[src/rtl/hash_arb_pkg.sv]
// hash_arb_pkg
//   Shared types and helpers for the hash request arbiter slice.
//   - KEY_WIDTH        : width of a requester key
//   - hash_resp_t      : one buffered response {id, key, hash}; the id and hash
//                        fields are sized for the largest supported build and
//                        the top uses only the low bits it needs
//   - rr_pick()        : round-robin search for the first asserted valid at or
//                        after a pointer, wrapping modulo the requester count
package hash_arb_pkg;

  localparam int KEY_WIDTH       = 32;
  localparam int MAX_REQ         = 32;
  localparam int RESP_ID_MAX_W   = 8;
  localparam int RESP_HASH_MAX_W = 32;

  typedef struct packed {
    logic [RESP_ID_MAX_W-1:0]   id;
    logic [KEY_WIDTH-1:0]       key;
    logic [RESP_HASH_MAX_W-1:0] hash;
  } hash_resp_t;

  // The wrap is done with a single subtraction instead of a modulo because
  // ptr and the offset are both below numReq, so their sum is below 2*numReq.
  function automatic int unsigned rr_pick(input logic [MAX_REQ-1:0] valid,
                                          input int unsigned        ptr,
                                          input int unsigned        numReq);
    int unsigned idx;
    logic        found;
    rr_pick = 0;
    found   = 1'b0;
    for (int unsigned i = 0; i < MAX_REQ; i++) begin
      idx = ptr + i;
      if (idx >= numReq) idx = idx - numReq;
      if (!found && (i < numReq) && valid[idx[4:0]]) begin
        rr_pick = idx;
        found   = 1'b1;
      end
    end
  endfunction

endpackage

[src/rtl/Hashing_Unit.sv]
// Hashing_Unit
//   Fixed-latency multiplicative hash of a 32-bit key. The hash is the top
//   HASH_WIDTH bits of key * 0x9E3779B1 (mod 2^32), delayed by HASH_LATENCY
//   register stages.
//   Ports:
//     clock      in  rising-edge clock
//     reset      in  synchronous active-high reset, clears the pipeline
//     key        in  KEY_WIDTH key presented this cycle
//     hash_value out hash of the key presented HASH_LATENCY cycles earlier
module Hashing_Unit
  import hash_arb_pkg::*;
#(
  parameter int NUM_ENTRIES_PER_HASH_TABLE = 256,
  parameter int HASH_LATENCY               = 1
) (
  input  logic                                          clock,
  input  logic                                          reset,
  input  logic [KEY_WIDTH-1:0]                          key,
  output logic [$clog2(NUM_ENTRIES_PER_HASH_TABLE)-1:0] hash_value
);

  localparam int HASH_W = $clog2(NUM_ENTRIES_PER_HASH_TABLE);

  logic [31:0]       w_product;
  logic [HASH_W-1:0] w_hash;
  logic              w_unusedProduct;
  logic [HASH_W-1:0] r_stage [HASH_LATENCY];

  // The upper product bits mix every key bit, so they make the index.
  always_comb begin
    w_product       = key * 32'h9E37_79B1;
    w_hash          = w_product[31 -: HASH_W];
    w_unusedProduct = ^w_product;
  end

  // Delay line that sets the fixed latency.
  always_ff @(posedge clock) begin
    if (reset) begin
      for (int s = 0; s < HASH_LATENCY; s++) r_stage[s] <= '0;
    end else begin
      r_stage[0] <= w_hash;
      for (int s = 1; s < HASH_LATENCY; s++) r_stage[s] <= r_stage[s-1];
    end
  end

  assign hash_value = r_stage[HASH_LATENCY-1];

endmodule

[src/rtl/hash_rr_arbiter.sv]
// hash_rr_arbiter
//   Round-robin grant among NUM_REQ requesters, gated by the credit check.
//   Ports:
//     clock       in  rising-edge clock
//     reset       in  synchronous active-high reset, pointer back to 0
//     i_reqValid  in  per-requester valid
//     i_issueOk   in  a response slot is free for one more key
//     o_grant     out one-hot grant (zero when nothing can be issued)
//     o_grantIdx  out index of the winning requester
//     o_transfer  out a key is accepted this cycle
module hash_rr_arbiter
  import hash_arb_pkg::*;
#(
  parameter int NUM_REQ = 4
) (
  input  logic                       clock,
  input  logic                       reset,
  input  logic [NUM_REQ-1:0]         i_reqValid,
  input  logic                       i_issueOk,
  output logic [NUM_REQ-1:0]         o_grant,
  output logic [$clog2(NUM_REQ)-1:0] o_grantIdx,
  output logic                       o_transfer
);

  localparam int ID_W = $clog2(NUM_REQ);

  logic [ID_W-1:0] r_rrPtr;
  int unsigned     w_pick;

  // Every asserted valid implies a transfer when credits allow, because the
  // requester only ever sees its ready once this grant is already decided.
  always_comb begin
    w_pick     = rr_pick(MAX_REQ'(i_reqValid), 32'(r_rrPtr), NUM_REQ);
    o_grantIdx = ID_W'(w_pick);
    o_transfer = (|i_reqValid) & i_issueOk;
    o_grant    = o_transfer ? (NUM_REQ'(1) << o_grantIdx) : '0;
  end

  // Pointer moves past the winner only on an actual transfer.
  always_ff @(posedge clock) begin
    if (reset) begin
      r_rrPtr <= '0;
    end else if (o_transfer) begin
      r_rrPtr <= (o_grantIdx == ID_W'(NUM_REQ - 1)) ? '0 : o_grantIdx + 1'b1;
    end
  end

endmodule

[src/rtl/hash_request_arbiter.sv]
// hash_request_arbiter
//   Shares one Hashing_Unit among NUM_REQ key requesters. One key is accepted
//   per cycle by round robin, its id and key ride a shift register alongside
//   the hash pipeline, and results are buffered in a response FIFO. Keys are
//   only accepted while in-flight plus buffered results leave a FIFO slot
//   free, so back-pressure never loses a result.
//   Optional feature macro: HASH_ARB_STATS_EN adds grant_count and
//   stall_cycles statistics outputs.
//   Ports:
//     clock, reset  rising-edge clock, synchronous active-high reset
//     req_valid     per-requester key valid
//     req_key       per-requester 32-bit key
//     req_ready     one-hot grant; transfer on req_valid & req_ready
//     resp_valid    FIFO head valid
//     resp_id       requester index of the head result
//     resp_key      original key of the head result
//     resp_hash     hash of resp_key
//     resp_ready    consumer accepts the head result
//     grant_count   (stats) saturating accepted-key count per requester
//     stall_cycles  (stats) saturating count of cycles blocked by credits
module hash_request_arbiter
  import hash_arb_pkg::*;
#(
  parameter int NUM_REQ                    = 4,
  parameter int NUM_ENTRIES_PER_HASH_TABLE = 256,
  parameter int HASH_LATENCY               = 1,
  parameter int RESP_FIFO_DEPTH            = 4
) (
  input  logic                                          clock,
  input  logic                                          reset,
  input  logic [NUM_REQ-1:0]                            req_valid,
  input  logic [NUM_REQ-1:0][KEY_WIDTH-1:0]             req_key,
  output logic [NUM_REQ-1:0]                            req_ready,
  output logic                                          resp_valid,
  output logic [$clog2(NUM_REQ)-1:0]                    resp_id,
  output logic [KEY_WIDTH-1:0]                          resp_key,
  output logic [$clog2(NUM_ENTRIES_PER_HASH_TABLE)-1:0] resp_hash,
`ifdef HASH_ARB_STATS_EN
  output logic [NUM_REQ-1:0][31:0]                      grant_count,
  output logic [31:0]                                   stall_cycles,
`endif
  input  logic                                          resp_ready
);

  localparam int ID_W   = $clog2(NUM_REQ);
  localparam int HASH_W = $clog2(NUM_ENTRIES_PER_HASH_TABLE);
  localparam int PTR_W  = $clog2(RESP_FIFO_DEPTH);
  localparam int CNT_W  = $clog2(RESP_FIFO_DEPTH + 1);

  logic [ID_W-1:0]      w_grantIdx;
  logic                 w_transfer;
  logic                 w_issueOk;
  logic [CNT_W:0]       w_occupancy;
  logic [KEY_WIDTH-1:0] w_hashKey;
  logic [HASH_W-1:0]    w_hashValue;
  logic                 w_capture;
  logic                 w_pop;
  hash_resp_t           w_pushEntry;
  hash_resp_t           w_head;
  logic                 w_unusedHead;

  logic                 r_pipeValid [HASH_LATENCY];
  logic [ID_W-1:0]      r_pipeId    [HASH_LATENCY];
  logic [KEY_WIDTH-1:0] r_pipeKey   [HASH_LATENCY];
  logic [CNT_W-1:0]     r_inflight;
  hash_resp_t           r_fifoMem   [RESP_FIFO_DEPTH];
  logic [PTR_W-1:0]     r_head;
  logic [PTR_W-1:0]     r_tail;
  logic [CNT_W-1:0]     r_fifoCount;

  // Every accepted key holds a credit until its result leaves the FIFO.
  always_comb begin
    w_occupancy = {1'b0, r_inflight} + {1'b0, r_fifoCount};
    w_issueOk   = w_occupancy < (CNT_W + 1)'(RESP_FIFO_DEPTH);
  end

  hash_rr_arbiter #(
    .NUM_REQ (NUM_REQ)
  ) u_arbiter (
    .clock      (clock),
    .reset      (reset),
    .i_reqValid (req_valid),
    .i_issueOk  (w_issueOk),
    .o_grant    (req_ready),
    .o_grantIdx (w_grantIdx),
    .o_transfer (w_transfer)
  );

  // Idle cycles feed zero so the hash unit sees no stray requester data.
  assign w_hashKey = w_transfer ? req_key[w_grantIdx] : '0;

  Hashing_Unit #(
    .NUM_ENTRIES_PER_HASH_TABLE (NUM_ENTRIES_PER_HASH_TABLE),
    .HASH_LATENCY               (HASH_LATENCY)
  ) u_hash (
    .clock      (clock),
    .reset      (reset),
    .key        (w_hashKey),
    .hash_value (w_hashValue)
  );

  // Valid bits of the side pipeline; reset drops everything in flight.
  always_ff @(posedge clock) begin
    if (reset) begin
      for (int s = 0; s < HASH_LATENCY; s++) r_pipeValid[s] <= 1'b0;
    end else begin
      r_pipeValid[0] <= w_transfer;
      for (int s = 1; s < HASH_LATENCY; s++) r_pipeValid[s] <= r_pipeValid[s-1];
    end
  end

  // Id and key travel with the hash so the last stage lines up with hash_value.
  always_ff @(posedge clock) begin
    r_pipeId[0]  <= w_grantIdx;
    r_pipeKey[0] <= w_hashKey;
    for (int s = 1; s < HASH_LATENCY; s++) begin
      r_pipeId[s]  <= r_pipeId[s-1];
      r_pipeKey[s] <= r_pipeKey[s-1];
    end
  end

  always_comb begin
    w_capture              = r_pipeValid[HASH_LATENCY-1];
    w_pop                  = (r_fifoCount != '0) && resp_ready;
    w_pushEntry            = '0;
    w_pushEntry.id[ID_W-1:0]     = r_pipeId[HASH_LATENCY-1];
    w_pushEntry.key              = r_pipeKey[HASH_LATENCY-1];
    w_pushEntry.hash[HASH_W-1:0] = w_hashValue;
  end

  // Credits guarantee a free slot whenever a result arrives.
  always_ff @(posedge clock) begin
    if (w_capture) r_fifoMem[r_tail] <= w_pushEntry;
  end

  // FIFO pointers and occupancy; a simultaneous push and pop keeps the count.
  always_ff @(posedge clock) begin
    if (reset) begin
      r_head      <= '0;
      r_tail      <= '0;
      r_fifoCount <= '0;
    end else begin
      if (w_capture) r_tail <= r_tail + 1'b1;
      if (w_pop)     r_head <= r_head + 1'b1;
      case ({w_capture, w_pop})
        2'b10:   r_fifoCount <= r_fifoCount + 1'b1;
        2'b01:   r_fifoCount <= r_fifoCount - 1'b1;
        default: r_fifoCount <= r_fifoCount;
      endcase
    end
  end

  // Keys between acceptance and FIFO capture.
  always_ff @(posedge clock) begin
    if (reset) begin
      r_inflight <= '0;
    end else begin
      case ({w_transfer, w_capture})
        2'b10:   r_inflight <= r_inflight + 1'b1;
        2'b01:   r_inflight <= r_inflight - 1'b1;
        default: r_inflight <= r_inflight;
      endcase
    end
  end

  // Outputs read as zero while the FIFO is empty, which also covers reset.
  always_comb begin
    w_head       = r_fifoMem[r_head];
    w_unusedHead = ^{w_head.id, w_head.hash};
    resp_valid   = (r_fifoCount != '0);
    resp_id      = resp_valid ? w_head.id[ID_W-1:0]     : '0;
    resp_key     = resp_valid ? w_head.key              : '0;
    resp_hash    = resp_valid ? w_head.hash[HASH_W-1:0] : '0;
  end

`ifdef HASH_ARB_STATS_EN
  logic [NUM_REQ-1:0][31:0] r_grantCount;
  logic [31:0]              r_stallCycles;
  logic                     w_stall;

  assign w_stall = (|req_valid) & ~w_issueOk;

  // Saturating statistics counters.
  always_ff @(posedge clock) begin
    if (reset) begin
      r_grantCount  <= '0;
      r_stallCycles <= '0;
    end else begin
      for (int i = 0; i < NUM_REQ; i++) begin
        if (req_valid[i] && req_ready[i] && (r_grantCount[i] != 32'hFFFF_FFFF))
          r_grantCount[i] <= r_grantCount[i] + 32'd1;
      end
      if (w_stall && (r_stallCycles != 32'hFFFF_FFFF))
        r_stallCycles <= r_stallCycles + 32'd1;
    end
  end

  assign grant_count  = r_grantCount;
  assign stall_cycles = r_stallCycles;
`endif

endmodule

[config.mk]
export PLATFORM = sky130hd
export DESIGN_NAME = hash_request_arbiter
export DESIGN_NICKNAME = d
export VERILOG_FILES = /design/src/rtl/hash_arb_pkg.sv /design/src/rtl/Hashing_Unit.sv /design/src/rtl/hash_rr_arbiter.sv /design/src/rtl/hash_request_arbiter.sv
export SDC_FILE = /design/constraint.sdc
export NUM_CORES = 1
export LEC_CHECK = 0
export ABC_CLOCK_PERIOD_IN_PS = 34600
export CORE_ASPECT_RATIO = 1.1
export CORE_MARGIN = 2
export CORE_UTILIZATION = 50
export CTS_CLUSTER_SIZE = 30
export DETAILED_ROUTE_END_ITERATION = 16
export GPL_TIMING_DRIVEN = 0
export PLACE_DENSITY = 0.72
export SYNTH_ARGS = -nofsm -noshare
export SYNTH_HDL_FRONTEND = slang
export SYNTH_SLANG_ARGS = --single-unit
[constraint.sdc]
create_clock -name clock -period 34.6 [get_ports clock]
set_input_delay 6.92 -clock clock [delete_from_list [all_inputs] [get_ports clock]]
set_output_delay 6.92 -clock clock [all_outputs]
set_load 0.02 [all_outputs]
==> metrics.cfg <==
[status]
status = finished clean

[sta]
fin_setup_tns_ns = 0
slew_violations = 0
fin_skew_ns = 0.0341
worst_pin_slew_ns = 0.972
setup_viol = 0
fmax_mhz = 55.9
rsz0062_at_grt = no
final-hold-violation-count = 0
slew_headroom = 0.352
period_needed_ns = 17.88
finalCritPeriodShare = 0.517
hold-worst-slack_ns = 0.472

[clock_tree]
cts_buffers = 20
cts-root-buf = clkbuf_16
cts_setup_buffers = 0
clock-sinks = 225
clk_path_buf_depth = 3
htree_num_levels = 1
cts_tree = done
clk_latency_ns = 0.51
clkTransAtPathRegs_ns = 0.06
cts_hold_buf = 0
cts_resized = 0

[synth]
synth_edf_count = 168
seq_area_frac_synth = 0.348
synth_top_cell_area_share = 0.284
netlist_area_sq_mm = 0.0178
synthCells = 1385
yosysUniqueCellTypes = 60
synthTopCellsByArea = edfxtp_1, fa_1, ha_1
syn_avg_cell_area_sq_um = 12.8
ys_ff_latch = 225
yosysWarnings = 0
synth_flop_cell = edfxtp_1
syn-num-nets = 1921
yosysTopAreaCell = edfxtp_1
async_flop_share = 0

[route]
drc = 0
routed-via-count = 10800
via_per_inst = 5.25
avgRoutedWirePerCell_um = 19.7
ant_nets = 0
drtIter0Drc = 713
drtPass1Iterations = 5
routed_wl_um = 40500

[placement]
gp_congestion = 0.938
io_buffers = 181
dpl.hpwl_um = 33400
post_dp_cell_area_sq_mm = 0.0202

[floorplanning]
floorplan.initialDensity = 0.506
rows = 72
die_x_um = 184
die-area_sq_mm = 0.0371
die_h_um = 202
pin_count = 182
coreArea_sq_mm = 0.0351

[critical_path]
arrival_ns = 10.96
critPathKind = in2out
end_kind = output port
required_ns = 27.68
r2r_slack_ns = 23.41
crit_fanout = 11
start_kind = input pin

[final_layout]
area_growth_pct = 17.3
drive_gt1_frac = 0.0797
fin_util = 0.594
finalInstanceArea_sq_mm = 0.0209
fill_cells = 2828
fin_nets = 2128

[global_routing]
grt_pass1_vias = 11800
grtUsageTotal = 0.228
grt.overflow.total = 0
grt_pass1_wl_um = 63700
grt_max_degree = 34
antenna_found_initial = 1

[job]
maxCapViolations = 0

[min_path]
hold_class = reg2reg

[per-stage QoR]
step	cells	setup slack [ns]
CTS	2050	16.68
global placement	2010	16.67
global route	2050	16.49
floorplan	1385	18.62
finish	2051	16.72
detailed placement	2014	16.70
[sequential cells by signal, summed over array words and instances, names as in the netlist, named ones only]
signal	cells
r_fifoCount	3
r_pipeKey	32
r_tail	2
r_inflight	3
r_head	2
r_pipeValid	1
u_hash.r_stage	8
u_arbiter.r_rrPtr	2
r_fifoMem	168
r_pipeId	2
[cell type report]
class                      instances  area [sq um]  area share
timing repair buffer             185          1890      0.0906
buffer                            28           131     0.00629
inverter                         364          1370      0.0654
multi-input combinational        768         10100       0.485
tap                              444           556      0.0266
clock inverter                     7          53.8     0.00258
antenna                            1          2.50    0.000120
clock buffer                      29           576      0.0276
sequential                       225          6190       0.296
[path summary, 6_finish.rpt]
kind | end | depth (start not counted) | start
min | r_fifoMem[3][16]$_DFFE_PP_ | 0 | r_pipeKey[0][8]$_DFF_P_
min reg2reg | r_fifoMem[3][16]$_DFFE_PP_ | 0 | r_pipeKey[0][8]$_DFF_P_
max | req_ready[3] | 12 | req_valid[1]
max reg2reg | u_hash.r_stage[0][4]$_SDFF_PP0_ | 37 | u_arbiter.r_rrPtr[0]$_SDFFE_PP0P_
[worst max-delay path, stage by stage]
cell and delay, ns:
clkdlybuf4s50_1 0.59, mux2i_1 0.10, or3_1 0.39, a221oi_1 0.35, o21ai_1 0.18, nand2_4 0.19
buf_6 0.21, buf_1 0.66, inv_1 0.36, ha_1 0.29, and3_1 0.14, clkdlybuf4s50_1 0.54
[per-layer routing]
metal | up-vias | wire (um) | track usage
met4 | 0 | 879 | 0.0566
li1 | 4953 | - | -
met3 | 58 | 2370 | 0.0402
met1 | 5436 | 16900 | 0.299
met5 | - | 0 | 0
met2 | 313 | 20300 | 0.393
[Yosys cell counts, drive strengths merged (12+ instances only)]
| cell type | number |
|---|---|
| a21o | 12 |
| a21oi | 22 |
| and2 | 60 |
| clkbuf | 17 |
| dfxtp | 57 |
| edfxtp | 168 |
| fa | 202 |
| ha | 199 |
| inv | 364 |
| mux4 | 72 |
| nand2 | 33 |
| nand3 | 12 |
| nor2 | 28 |
| o21ai | 13 |
| xnor2 | 34 |
| xor2 | 12 |
[cell usage in the layout, fill, tap and decap left out, types with 21 or more instances in the layout]
master and count:
fa_1 202, clkdlybuf4s50_1 181, edfxtp_1 168, dfxtp_1 57, xnor2_1 34, ha_1 199
clkbuf_16 21, nor2_1 28, clkbuf_1 23, inv_1 362, mux4_2 71, a21oi_1 21
and2_1 56, nand2_1 31
[kinds of logic (layout without fill, tap and decap cells)]
kind of cell | count (synthesis) | in the layout | synth area share
AO/OA/AOI/OAI | 76 | 76 | 0.0293
XOR/XNOR | 49 | 49 | 0.0264
adder cells (fa/ha/maj) | 401 | 401 | 0.367
buffers and inverters | 392 | 613 | 0.0842
flip-flops | 225 | 225 | 0.348
multiplexers | 80 | 80 | 0.0965
other | 0 | 1 | 0
AND/OR/NAND/NOR | 162 | 162 | 0.0488
Power is not shown: default switching activity piles up to over one toggle a cycle in this logic, so the estimate is an artifact.
